==> src/rtl/fft32_serial_tx_ctrl_if.sv <==
`default_nettype none
// ============================================================================
// Module   : fft32_serial_tx_ctrl_if
// Purpose  : Buffer read port, serial stream and frame control bundle for
//            the serial 32-point FFT output sequencer.
// Revision : 1.0 - initial release
// ============================================================================
interface fft32_serial_tx_ctrl_if #(
    parameter int DW = 16
);
    logic                 start;
    logic                 abort;
    logic                 busy;
    logic                 rd_en;
    logic [4:0]           rd_addr;
    logic signed [DW-1:0] rd_re;
    logic signed [DW-1:0] rd_im;
    logic                 ser_out;
    logic                 ser_valid;
    logic                 ser_word;
    logic                 ser_frame;
    logic                 done;

    // The sequencer side owns the read port and every framing strobe.
    modport master (
        input  start, abort, rd_re, rd_im,
        output busy, rd_en, rd_addr, ser_out, ser_valid, ser_word, ser_frame, done
    );

    modport slave (
        output start, abort, rd_re, rd_im,
        input  busy, rd_en, rd_addr, ser_out, ser_valid, ser_word, ser_frame, done
    );
endinterface
`default_nettype wire

==> src/rtl/fft32_serial_tx_ctrl.sv <==
`default_nettype none
// ============================================================================
// Module   : fft32_serial_tx_ctrl
// Purpose  : Walks the 32-bin FFT result buffer in output order and streams
//            each bin MSB-first as {re, im} in one gap-free 1024-bit frame.
// Revision : 1.0 - initial release
// ============================================================================
module fft32_serial_tx_ctrl #(
    parameter int N_POINTS    = 32,
    parameter int DW          = 16,
    parameter int BIT_REVERSE = 1
) (
    input  wire logic             clk,
    input  wire logic             rst_n,
    fft32_serial_tx_ctrl_if.master bus
);
    localparam int             c_AW       = $clog2(N_POINTS);
    localparam int             c_SW       = 2 * DW;
    localparam int             c_BW       = $clog2(c_SW);
    localparam logic [c_AW-1:0] c_BIN_LAST = c_AW'(N_POINTS - 1);
    localparam logic [c_BW-1:0] c_BIT_LAST = c_BW'(c_SW - 1);
    localparam logic [c_BW-1:0] c_BIT_PRE  = c_BW'(c_SW - 2);
    localparam logic [c_BW-1:0] c_BIT_HALF = c_BW'(DW);

    typedef enum logic [1:0] {
        S_IDLE   = 2'd0,
        S_FETCH  = 2'd1,
        S_STREAM = 2'd2
    } state_t;

    state_t            r_state_q, w_state_d;
    logic [c_SW-1:0]   r_shift_q, w_shift_d;
    logic [c_AW-1:0]   r_bin_q, w_bin_d;
    logic [c_BW-1:0]   r_bitc_q, w_bitc_d;
    logic              r_ser_valid_q, w_ser_valid_d;
    logic              r_done_q, w_done_d;
    logic [c_AW-1:0]   r_rd_addr_q, w_rd_addr_d;
    logic              w_rd_en;
    logic [c_AW-1:0]   w_fetch_idx;
    logic [c_AW-1:0]   w_fetch_addr;

    // Bin index of the next read: 0 on the frame's first fetch, bin+1 ahead of each word boundary.
    assign w_fetch_idx = (r_state_q == S_STREAM) ? (r_bin_q + 1'b1) : '0;

    generate
        if (BIT_REVERSE != 0) begin : g_bitrev
            for (genvar gi = 0; gi < c_AW; gi++) begin : g_bit
                assign w_fetch_addr[gi] = w_fetch_idx[c_AW-1-gi];
            end
        end else begin : g_linear
            assign w_fetch_addr = w_fetch_idx;
        end
    endgenerate

    assign w_rd_addr_d = w_rd_en ? w_fetch_addr : r_rd_addr_q;

    always_comb begin
        w_state_d = r_state_q;
        w_shift_d = r_shift_q;
        w_bin_d   = r_bin_q;
        w_bitc_d  = r_bitc_q;
        w_done_d  = 1'b0;
        w_rd_en   = 1'b0;
        case (r_state_q)
            S_IDLE: begin
                if (bus.start && !bus.abort) begin
                    w_state_d = S_FETCH;
                    w_bin_d   = '0;
                end
            end
            S_FETCH: begin
                w_rd_en = 1'b1;
                if (bus.abort) begin
                    w_state_d = S_IDLE;
                end else begin
                    w_state_d = S_STREAM;
                    w_shift_d = {bus.rd_re, bus.rd_im};
                    w_bitc_d  = '0;
                end
            end
            S_STREAM: begin
                // Prefetch one cycle early so the next word is ready exactly on the boundary.
                w_rd_en = (r_bitc_q == c_BIT_PRE) && (r_bin_q != c_BIN_LAST);
                if (bus.abort) begin
                    w_state_d = S_IDLE;
                end else begin
                    w_shift_d = {r_shift_q[c_SW-2:0], 1'b0};
                    w_bitc_d  = r_bitc_q + 1'b1;
                    if (r_bitc_q == c_BIT_LAST) begin
                        if (r_bin_q != c_BIN_LAST) begin
                            w_shift_d = {bus.rd_re, bus.rd_im};
                            w_bin_d   = r_bin_q + 1'b1;
                        end else begin
                            w_state_d = S_IDLE;
                            w_done_d  = 1'b1;
                        end
                    end
                end
            end
            default: begin
                w_state_d = S_IDLE;
            end
        endcase
        w_ser_valid_d = (w_state_d == S_STREAM);
    end

    always_ff @(posedge clk or negedge rst_n) begin
        if (!rst_n) begin
            r_state_q     <= S_IDLE;
            r_shift_q     <= '0;
            r_bin_q       <= '0;
            r_bitc_q      <= '0;
            r_ser_valid_q <= 1'b0;
            r_done_q      <= 1'b0;
            r_rd_addr_q   <= '0;
        end else begin
            r_state_q     <= w_state_d;
            r_shift_q     <= w_shift_d;
            r_bin_q       <= w_bin_d;
            r_bitc_q      <= w_bitc_d;
            r_ser_valid_q <= w_ser_valid_d;
            r_done_q      <= w_done_d;
            r_rd_addr_q   <= w_rd_addr_d;
        end
    end

    assign bus.busy      = (r_state_q != S_IDLE);
    assign bus.rd_en     = w_rd_en;
    assign bus.rd_addr   = w_rd_addr_d;
    assign bus.ser_out   = r_shift_q[c_SW-1];
    assign bus.ser_valid = r_ser_valid_q;
    assign bus.ser_word  = r_ser_valid_q && ((r_bitc_q == '0) || (r_bitc_q == c_BIT_HALF));
    assign bus.ser_frame = r_ser_valid_q && (r_bitc_q == '0) && (r_bin_q == '0);
    assign bus.done      = r_done_q;
endmodule
`default_nettype wire

==> src/flat_wrapper.sv <==
// flat-port wrapper written by rule: the top's interface ports become plain ports
module fft32_serial_tx_ctrl_flat 
#(
    parameter int N_POINTS    = 32,
    parameter int DW          = 16,
    parameter int BIT_REVERSE = 1
)
  (clk, rst_n, bus_start, bus_abort, bus_rd_re, bus_rd_im, bus_busy, bus_rd_en, bus_rd_addr, bus_ser_out, bus_ser_valid, bus_ser_word, bus_ser_frame, bus_done);
  fft32_serial_tx_ctrl_if #(.DW(DW)) bus_i ();
  input  wire logic clk;
  input  wire logic rst_n;
  input wire logic [$bits(bus_i.start)-1:0] bus_start;
  input wire logic [$bits(bus_i.abort)-1:0] bus_abort;
  input wire logic [$bits(bus_i.rd_re)-1:0] bus_rd_re;
  input wire logic [$bits(bus_i.rd_im)-1:0] bus_rd_im;
  output wire logic [$bits(bus_i.busy)-1:0] bus_busy;
  output wire logic [$bits(bus_i.rd_en)-1:0] bus_rd_en;
  output wire logic [$bits(bus_i.rd_addr)-1:0] bus_rd_addr;
  output wire logic [$bits(bus_i.ser_out)-1:0] bus_ser_out;
  output wire logic [$bits(bus_i.ser_valid)-1:0] bus_ser_valid;
  output wire logic [$bits(bus_i.ser_word)-1:0] bus_ser_word;
  output wire logic [$bits(bus_i.ser_frame)-1:0] bus_ser_frame;
  output wire logic [$bits(bus_i.done)-1:0] bus_done;
  assign bus_i.start = bus_start;
  assign bus_i.abort = bus_abort;
  assign bus_i.rd_re = bus_rd_re;
  assign bus_i.rd_im = bus_rd_im;
  assign bus_busy = bus_i.busy;
  assign bus_rd_en = bus_i.rd_en;
  assign bus_rd_addr = bus_i.rd_addr;
  assign bus_ser_out = bus_i.ser_out;
  assign bus_ser_valid = bus_i.ser_valid;
  assign bus_ser_word = bus_i.ser_word;
  assign bus_ser_frame = bus_i.ser_frame;
  assign bus_done = bus_i.done;
  fft32_serial_tx_ctrl #(.N_POINTS(N_POINTS), .DW(DW), .BIT_REVERSE(BIT_REVERSE)) u_core (.clk(clk), .rst_n(rst_n), .bus(bus_i));
endmodule
==> config.mk <==
export PLATFORM = sky130hd
export DESIGN_NAME = fft32_serial_tx_ctrl_flat
export DESIGN_NICKNAME = d
export VERILOG_FILES = /design/src/rtl/fft32_serial_tx_ctrl_if.sv /design/src/rtl/fft32_serial_tx_ctrl.sv /design/src/flat_wrapper.sv
export SDC_FILE = /design/constraint.sdc
export NUM_CORES = 1
export LEC_CHECK = 0
export ABC_AREA = 1
export BUFFER_PORTS_ARGS = -buffer_cell sky130_fd_sc_hd__buf_2
export CAP_MARGIN = 5
export CELL_PAD_IN_SITES_DETAIL_PLACEMENT = 1
export CELL_PAD_IN_SITES_GLOBAL_PLACEMENT = 1
export CORE_MARGIN = 5
export CORE_UTILIZATION = 44
export CTS_CLUSTER_DIAMETER = 150
export DETAILED_ROUTE_END_ITERATION = 10
export PLACE_DENSITY_LB_ADDON = 0.1
export SLEW_MARGIN = 20
export SYNTH_ARGS = -nofsm -noshare
export SYNTH_HDL_FRONTEND = slang
export SYNTH_SLANG_ARGS = --single-unit
==> constraint.sdc <==
create_clock -name clk -period 4 [get_ports clk]
set_clock_uncertainty 0.1 [all_clocks]
set_input_delay 0.6 -clock clk [delete_from_list [all_inputs] [get_ports clk]]
set_output_delay 0.6 -clock clk [all_outputs]
set_load 0.005 [all_outputs]
==> out/qor.yml, run 1 <==
rsz0062_at_grt: "no"
powerDensity_nw_per_um2: 706
die_y_microns: 86.8
final_core_util: 0.513
yosysTopAreaCellShare: 0.492
cts_htree_levels: 2
gp_congestion: 0.745
hpwlAfterDp_microns: 4460
synth_warnings: 0
synth_area_leaders: "dfrtp_1 (49%), nand2_1 (11%), nand3_1 (8.1%), a31oi_1 (7.5%), nor2_1 (6.7%)"
period_share: 0.763
gr-total-overflow: 0
die_area_sq_um: 7530
ff2ff_setup_slack_ps: 1290
crit_buf_inv: 3
cp.arrival_ps: 2350
diodes: 0
syn_nets: 363
pwr-share-seq: 0.401
die_w_microns: 86.8
critPathMaxStageDelay_ps: 590
dpl.cell_count: 425
combPwrFrac: 0.393
drt-total-wl_microns: 6570
criticalPathCategory: "reg -> out"
p_clk_frac: 0.206
synth-seq-cells: 51
critPathCaptureType: "primary output"
ir_drop_mv: 0.352
numCtsBuffers: 5
p_leak_nw: 1.48
grtUsageTotal: 0.188
crit_start: "u_core.r_state_q[0]$_DFF_PN0_"
cts_tree: "yes"
cts.path.max_buffers: 2
worstMarginPinSlew_ps: 803
root_buffer: "clkbuf_8"
syn_to_final_growth_pct: 14.9
path_cells: "inv_1 > ha_1 > nand2_1 > inv_1 > nand3b_1 > nand2_2 > nand2_1 > nand2_1 > nand2_1 > buf_2"
status: "completed"
ctsHoldBuffers: 0
start_util: 0.446
p_sw_mw: 0.839
syn_area_per_cell_sq_um: 8.21
slew_viol_final: 0
slowest_stage: "ha_1"
drtIter0Drc: 108
crit_family: "simple AND/OR/NAND/NOR gates"
io_pins: 48
drv_cap: 0
antenna_found_initial: 0
seq_area_frac_synth: 0.492
fin_tns_setup_ps: 0
via_per_inst: 5.33
required_ps: 3300
grt_pass1_wl_microns: 11200
rr_startpoint: "u_core.r_state_q[0]$_DFF_PN0_"
clk_pin_slew_ps: 100
post_cts_buffers: 0
fin_nets: 404
portBuffers: 47
clkLatencyLatePin_ps: 320
wire_per_inst_microns: 15.2
core_area_sq_um: 5820
final_antenna_net_count: 0
ys_types: 20
grt_max_degree: 38
final_cells: 433
syn_area_sq_um: 2590
p_int_mw: 1.27
crit_top_cell: "nand2_1"
syn_inst: 316
hold_path_class: "in -> async"
crit_path_start_kind: "flip-flop"
cts_sinks: 51
synth_area_leader_cell: "dfrtp_1"
vias: 2307
max_freq_mhz: 327
grt_pass1_vias: 2442
crit_fanout: 18
setup_viol_count_final: 0
swShare: 0.399
num_rows: 28
hold_viol_final: 0
drive_gt1_frac: 0.182
drc_errors: 0
cts_resized: 0
drtPass1Iterations: 4
post-route-min-period_ps: 3050
slew_headroom: 0.465
-- per-stage QoR --
step	setup slack (ps)	area (sq um)	total power, mW	hold slack (ps)
after floorplan	1840	2590	1.48	204
after global placement	1350	2850	1.64	350
after detailed placement	1300	2850	1.68	351
after CTS	890	2980	2.13	308
after global routing	726	2980	2.29	340
final	946	2980	2.10	268
-- path summary, 6_finish.rpt --
path,endpoint,cells past startpoint
setup / recovery,bus_rd_addr[3],10
hold / removal,u_core.r_shift_q[30]$_DFFE_PN0P_,1
setup reg to reg,u_core.r_shift_q[12]$_DFFE_PN0P_,7
hold reg to reg,u_core.r_rd_addr_q[4]$_DFF_PN0_,2
max in group asynchronous,u_core.r_shift_q[16]$_DFFE_PN0P_,2
min in group clk,u_core.r_rd_addr_q[4]$_DFF_PN0_,2
-- power groups by stage --
stage	clock network, mW	registers [mW]	logic, mW
2_1_floorplan	0	0.821	0.655
3_3_place_gp	0	0.846	0.794
3_5_place_dp	0	0.851	0.831
4_1_cts	0.443	0.844	0.843
5_1_grt	0.468	0.870	0.949
6_report	0.434	0.843	0.827
-- kinds of logic (layout without fill, tap and decap cells) --
| family | Yosys count | after routing | synth area share |
|---|---|---|---|
| adder cells (fa/ha/maj) | 11 | 11 | 0.0530 |
| flip-flops | 51 | 51 | 0.492 |
| buffers and inverters | 37 | 79 | 0.0709 |
| AND/OR/NAND/NOR | 174 | 174 | 0.286 |
| AO/OA/AOI/OAI | 43 | 43 | 0.0979 |
-- synthesized netlist by cell type --
cell,instances
buf_4,7
inv_1,19
o21ai_0,3
nand2_1,74
inv_2,1
nand2_2,4
o21ai_1,5
nor4_1,1
nand3b_1,4
nor2_1,46
ha_1,11
nand3_2,1
nand3_1,42
a21oi_1,4
a31oi_1,31
nor3_1,1
buf_2,9
dfrtp_1,51
buf_6,1
and2_1,1
-- registers in the layout (all words and copies together), names as in the netlist --
name	count
u_core.r_state_q	2
u_core.r_bin_q	5
u_core.bus.done	1
u_core.r_rd_addr_q	5
u_core.bus.ser_valid	1
u_core.r_shift_q	32
u_core.r_bitc_q	5
-- final cells by class --
type	instances	area, sq um
Clock buffer	5	68.8
Clock inverter	3	67.6
Fill cell	755	2830
Inverter	20	75.1
Multi-Input combinational cell	228	1130
Sequential cell	51	1280
Tap cell	75	93.8
Timing Repair Buffer	51	265
-- metal layers --
layer / GRT usage / up-vias / wire length (microns)
li1: - / 1127 / -
met1: 0.249 / 1127 / 3040
met2: 0.307 / 44 / 3120
met3: 0.0323 / 9 / 303
met4: 0.0680 / 0 / 107
met5: 0 / - / 0
-- cell usage in the layout, fill, tap and decap left out, drive strengths merged --
master / n
nor3: 1
dfrtp: 51
nor4: 1
nand2: 78
ha: 11
clkbuf: 5
a31oi: 31
bufinv: 2
and2: 1
a21oi: 4
nand3: 43
clkinvlp: 1
nor2: 46
nand3b: 4
inv: 20
buf: 51
o21ai: 8
(Power assumes the default switching activity.)
==> run 2: changes to the inputs <==
--- a/config.mk
+++ b/config.mk
@@ -5,13 +5,13 @@
 export SDC_FILE = /design/constraint.sdc
 export NUM_CORES = 1
 export LEC_CHECK = 0
-export ABC_AREA = 1
+export ABC_AREA = 0
 export BUFFER_PORTS_ARGS = -buffer_cell sky130_fd_sc_hd__buf_2
 export CAP_MARGIN = 5
 export CELL_PAD_IN_SITES_DETAIL_PLACEMENT = 1
 export CELL_PAD_IN_SITES_GLOBAL_PLACEMENT = 1
 export CORE_MARGIN = 5
-export CORE_UTILIZATION = 44
+export CORE_UTILIZATION = 38
 export CTS_CLUSTER_DIAMETER = 150
 export DETAILED_ROUTE_END_ITERATION = 10
 export PLACE_DENSITY_LB_ADDON = 0.1
==> constraint.sdc (replaced) <==
create_clock -name clk -period 2.5 [get_ports clk]
set_clock_uncertainty 0.1 [all_clocks]
set_input_delay 0.375 -clock clk [delete_from_list [all_inputs] [get_ports clk]]
set_output_delay 0.375 -clock clk [all_outputs]
set_load 0.005 [all_outputs]
==> out/qor.yml, run 2 <==
failed_checks: "setup timing"
clkLatencyLatePin_ps: 300
syn_inst: 288
stdcell_area_sq_um: 3220
powerDensity_nw_per_um2: 915
largest_reg_flops: 32
root_buffer: "clkbuf_8"
cts_htree_levels: 2
io_pins: 48
synth_area_leader_cell: "dfrtp_1"
final_cell_mix: "dfrtp_1 (51), buf_2 (42), nor2_1 (37), nand3_1 (33), o21ai_0 (32)"
synth_top_family_by_area: "compound AO/OA/AOI/OAI gates"
drive_gt1_frac: 0.256
drtPass1Iterations: 4
criticalPathCategory: "reg -> out"
setup_viol_count_final: 5
critPathMaxStageDelay_ps: 400
hold_path_class: "in -> async"
synth_warnings: 0
hold_ws_ps: 82.8
slew_viol_final: 0
hpwlAfterDp_microns: 4370
fin_nets: 382
fin_tns_setup_ps: -598
synth_xor_area_frac: 0.00327
vias: 2249
place_area_sq_um: 2990
synth-seq-cells: 51
via_per_inst: 5.21
synthFlopType: "dfrtp_1"
cts.path.max_buffers: 2
status: "finished with violations"
drv_cap: 0
drt-total-wl_microns: 6610
period_share: 1.05
slew_headroom: 0.555
setup_ws_ps: -123
critPathCaptureType: "primary output"
numCtsBuffers: 5
path_cells: "ha_2 > and3_4 > ha_4 > nand3b_1 > o21ai_4 > mux2_4 > buf_6"
worstMarginPinSlew_ps: 667
synthAdderAreaFrac: 0.0514
cts_tree: "yes"
portBuffers: 47
gr-total-overflow: 0
clk_pin_slew_ps: 100
hold_viol_final: 0
diodes: 0
ctsHoldBuffers: 0
gp_congestion: 0.700
die_y_microns: 94.0
seq_area_frac_synth: 0.476
grt_pass1_wl_microns: 11000
start_util: 0.392
crit_fanout: 6
num_rows: 30
syn_to_final_growth_pct: 20.0
syn_nets: 335
max_freq_mhz: 381
syn_area_sq_um: 2680
yosysMostFrequentCell: "dfrtp_1"
synthArstFlopShare: 1.00
rsz0062_at_grt: "yes"
drc_errors: 0
layout_commonest_cell: "dfrtp_1"
grt_max_degree: 52
ys_types: 41
final_antenna_net_count: 0
yosysTopAreaCellShare: 0.476
grtUsageTotal: 0.153
die_area_sq_um: 8830
synth_edf_count: 0
die_w_microns: 94.0
synth-simple-area-share: 0.178
crit_path_start_kind: "flip-flop"
synth_compound_area_frac: 0.180
p_leak_nw: 1.43
antenna_found_initial: 0
place_ws_ps: 39.6
cts_sinks: 51
synth_area_leaders: "dfrtp_1 (48%), a31oi_1 (7.2%), nand3_1 (6.2%), o21ai_0 (6.0%), nor2_1 (5.2%)"
cp.arrival_ps: 2150
required_ps: 2030
post-route-min-period_ps: 2620
ir_drop_mv: 0.411
slowest_stage: "dfrtp_1"
grt_pass1_vias: 2213
core_area_sq_um: 6830
largest_register: "u_core.r_shift_q"
drtIter0Drc: 83
synth_mux_area_frac: 0.0532
syn_area_per_cell_sq_um: 9.31
synthTopCellsByCount: "dfrtp_1 (51), nor2_1 (37), nand3_1 (33), o21ai_0 (32), a31oi_1 (31)"
wire_per_inst_microns: 15.3
## run 2: cell types whose count changed in the layout (fill, tap and decap cells not counted), sizes merged, moves of 10 or more
cell and change:
buf +12, mux2 +10, o21ai +29, nand2 -69
nand3 -10, inv -11
## run 2: area by class of cell
class                   count  area (sq um)
clock inverters             1          7.51
well taps                  96           120
multi-input cells         205          1290
inverters                   9          33.8
fillers                   808          3620
clock buffers               7          96.3
repair buffers             63           387
flip-flops and latches     51          1280
## run 2: per-stage QoR
stage	util	power, mW	cells
after global routing	0.471	3.19	432
final	0.471	2.94	432
after global placement	0.438	2.36	418
after floorplan	-	2.12	288
after detailed placement	0.438	2.40	418
after CTS	0.466	2.97	428
## run 2: final timing paths
| kind | depth (start not counted) | start | slack (ps) | endpoint |
|---|---|---|---|---|
| max in group asynchronous | 2 | rst_n | 1770 | u_core.r_shift_q[9]$_DFFE_PN0P_ |
| min reg2reg | 1 | u_core.r_rd_addr_q[3]$_DFF_PN0_ | 410 | u_core.r_rd_addr_q[3]$_DFF_PN0_ |
| max | 7 | u_core.r_bin_q[1]$_DFFE_PN0P_ | -120 | bus_rd_addr[2] |
| min | 2 | rst_n | 80 | u_core.bus.ser_valid$_DFF_PN0_ |
| min in group clk | 3 | bus_rd_re[3] | 230 | u_core.r_shift_q[19]$_DFFE_PN0P_ |
| max reg2reg | 8 | u_core.r_state_q[0]$_DFF_PN0_ | 160 | u_core.r_shift_q[5]$_DFFE_PN0P_ |
## run 2: kinds of logic after synthesis
logic type | after synthesis
multiplexers | 13
buffers and inverters | 32
flip-flops | 51
AND/OR/NAND/NOR | 100
XOR/XNOR | 1
AO/OA/AOI/OAI | 80
adder cells (fa/ha/maj) | 11
## run 2: where the power goes
group          leakage (nW)  switching (mW)  internal, mW
Clock                0.0505           0.282         0.253
Combinational         0.771           0.605         0.468
Sequential            0.612           0.197          1.14
## run 2: timing repair
action                                  in CTS  in global routing
gates resized for setup                     15                  0
hold endpoints to repair                     0                  0
buffers inserted                             2                  4
pin swaps                                    3                  0
endpoints found under the setup margin       5                  5
## run 2: critical path: cells and delay by family, from the launching register on
family / cells / cell delay [ps]
adder cells (fa/ha/maj): 2 / 350
buffers and inverters: 1 / 120
flip-flops: 1 / 400
AO/OA/AOI/OAI: 1 / 290
AND/OR/NAND/NOR: 2 / 340
multiplexers: 1 / 350
## run 2: routing by layer
metal  vias up  part of all wire  wire (microns)  global-route usage
met3         2             0.030             199              0.0288
li1       1109                 -               -                   -
met1      1107              0.51            3350               0.227
met4         0            0.0048              32              0.0289
met2        31              0.46            3030               0.235
met5         -                 0               0                   0
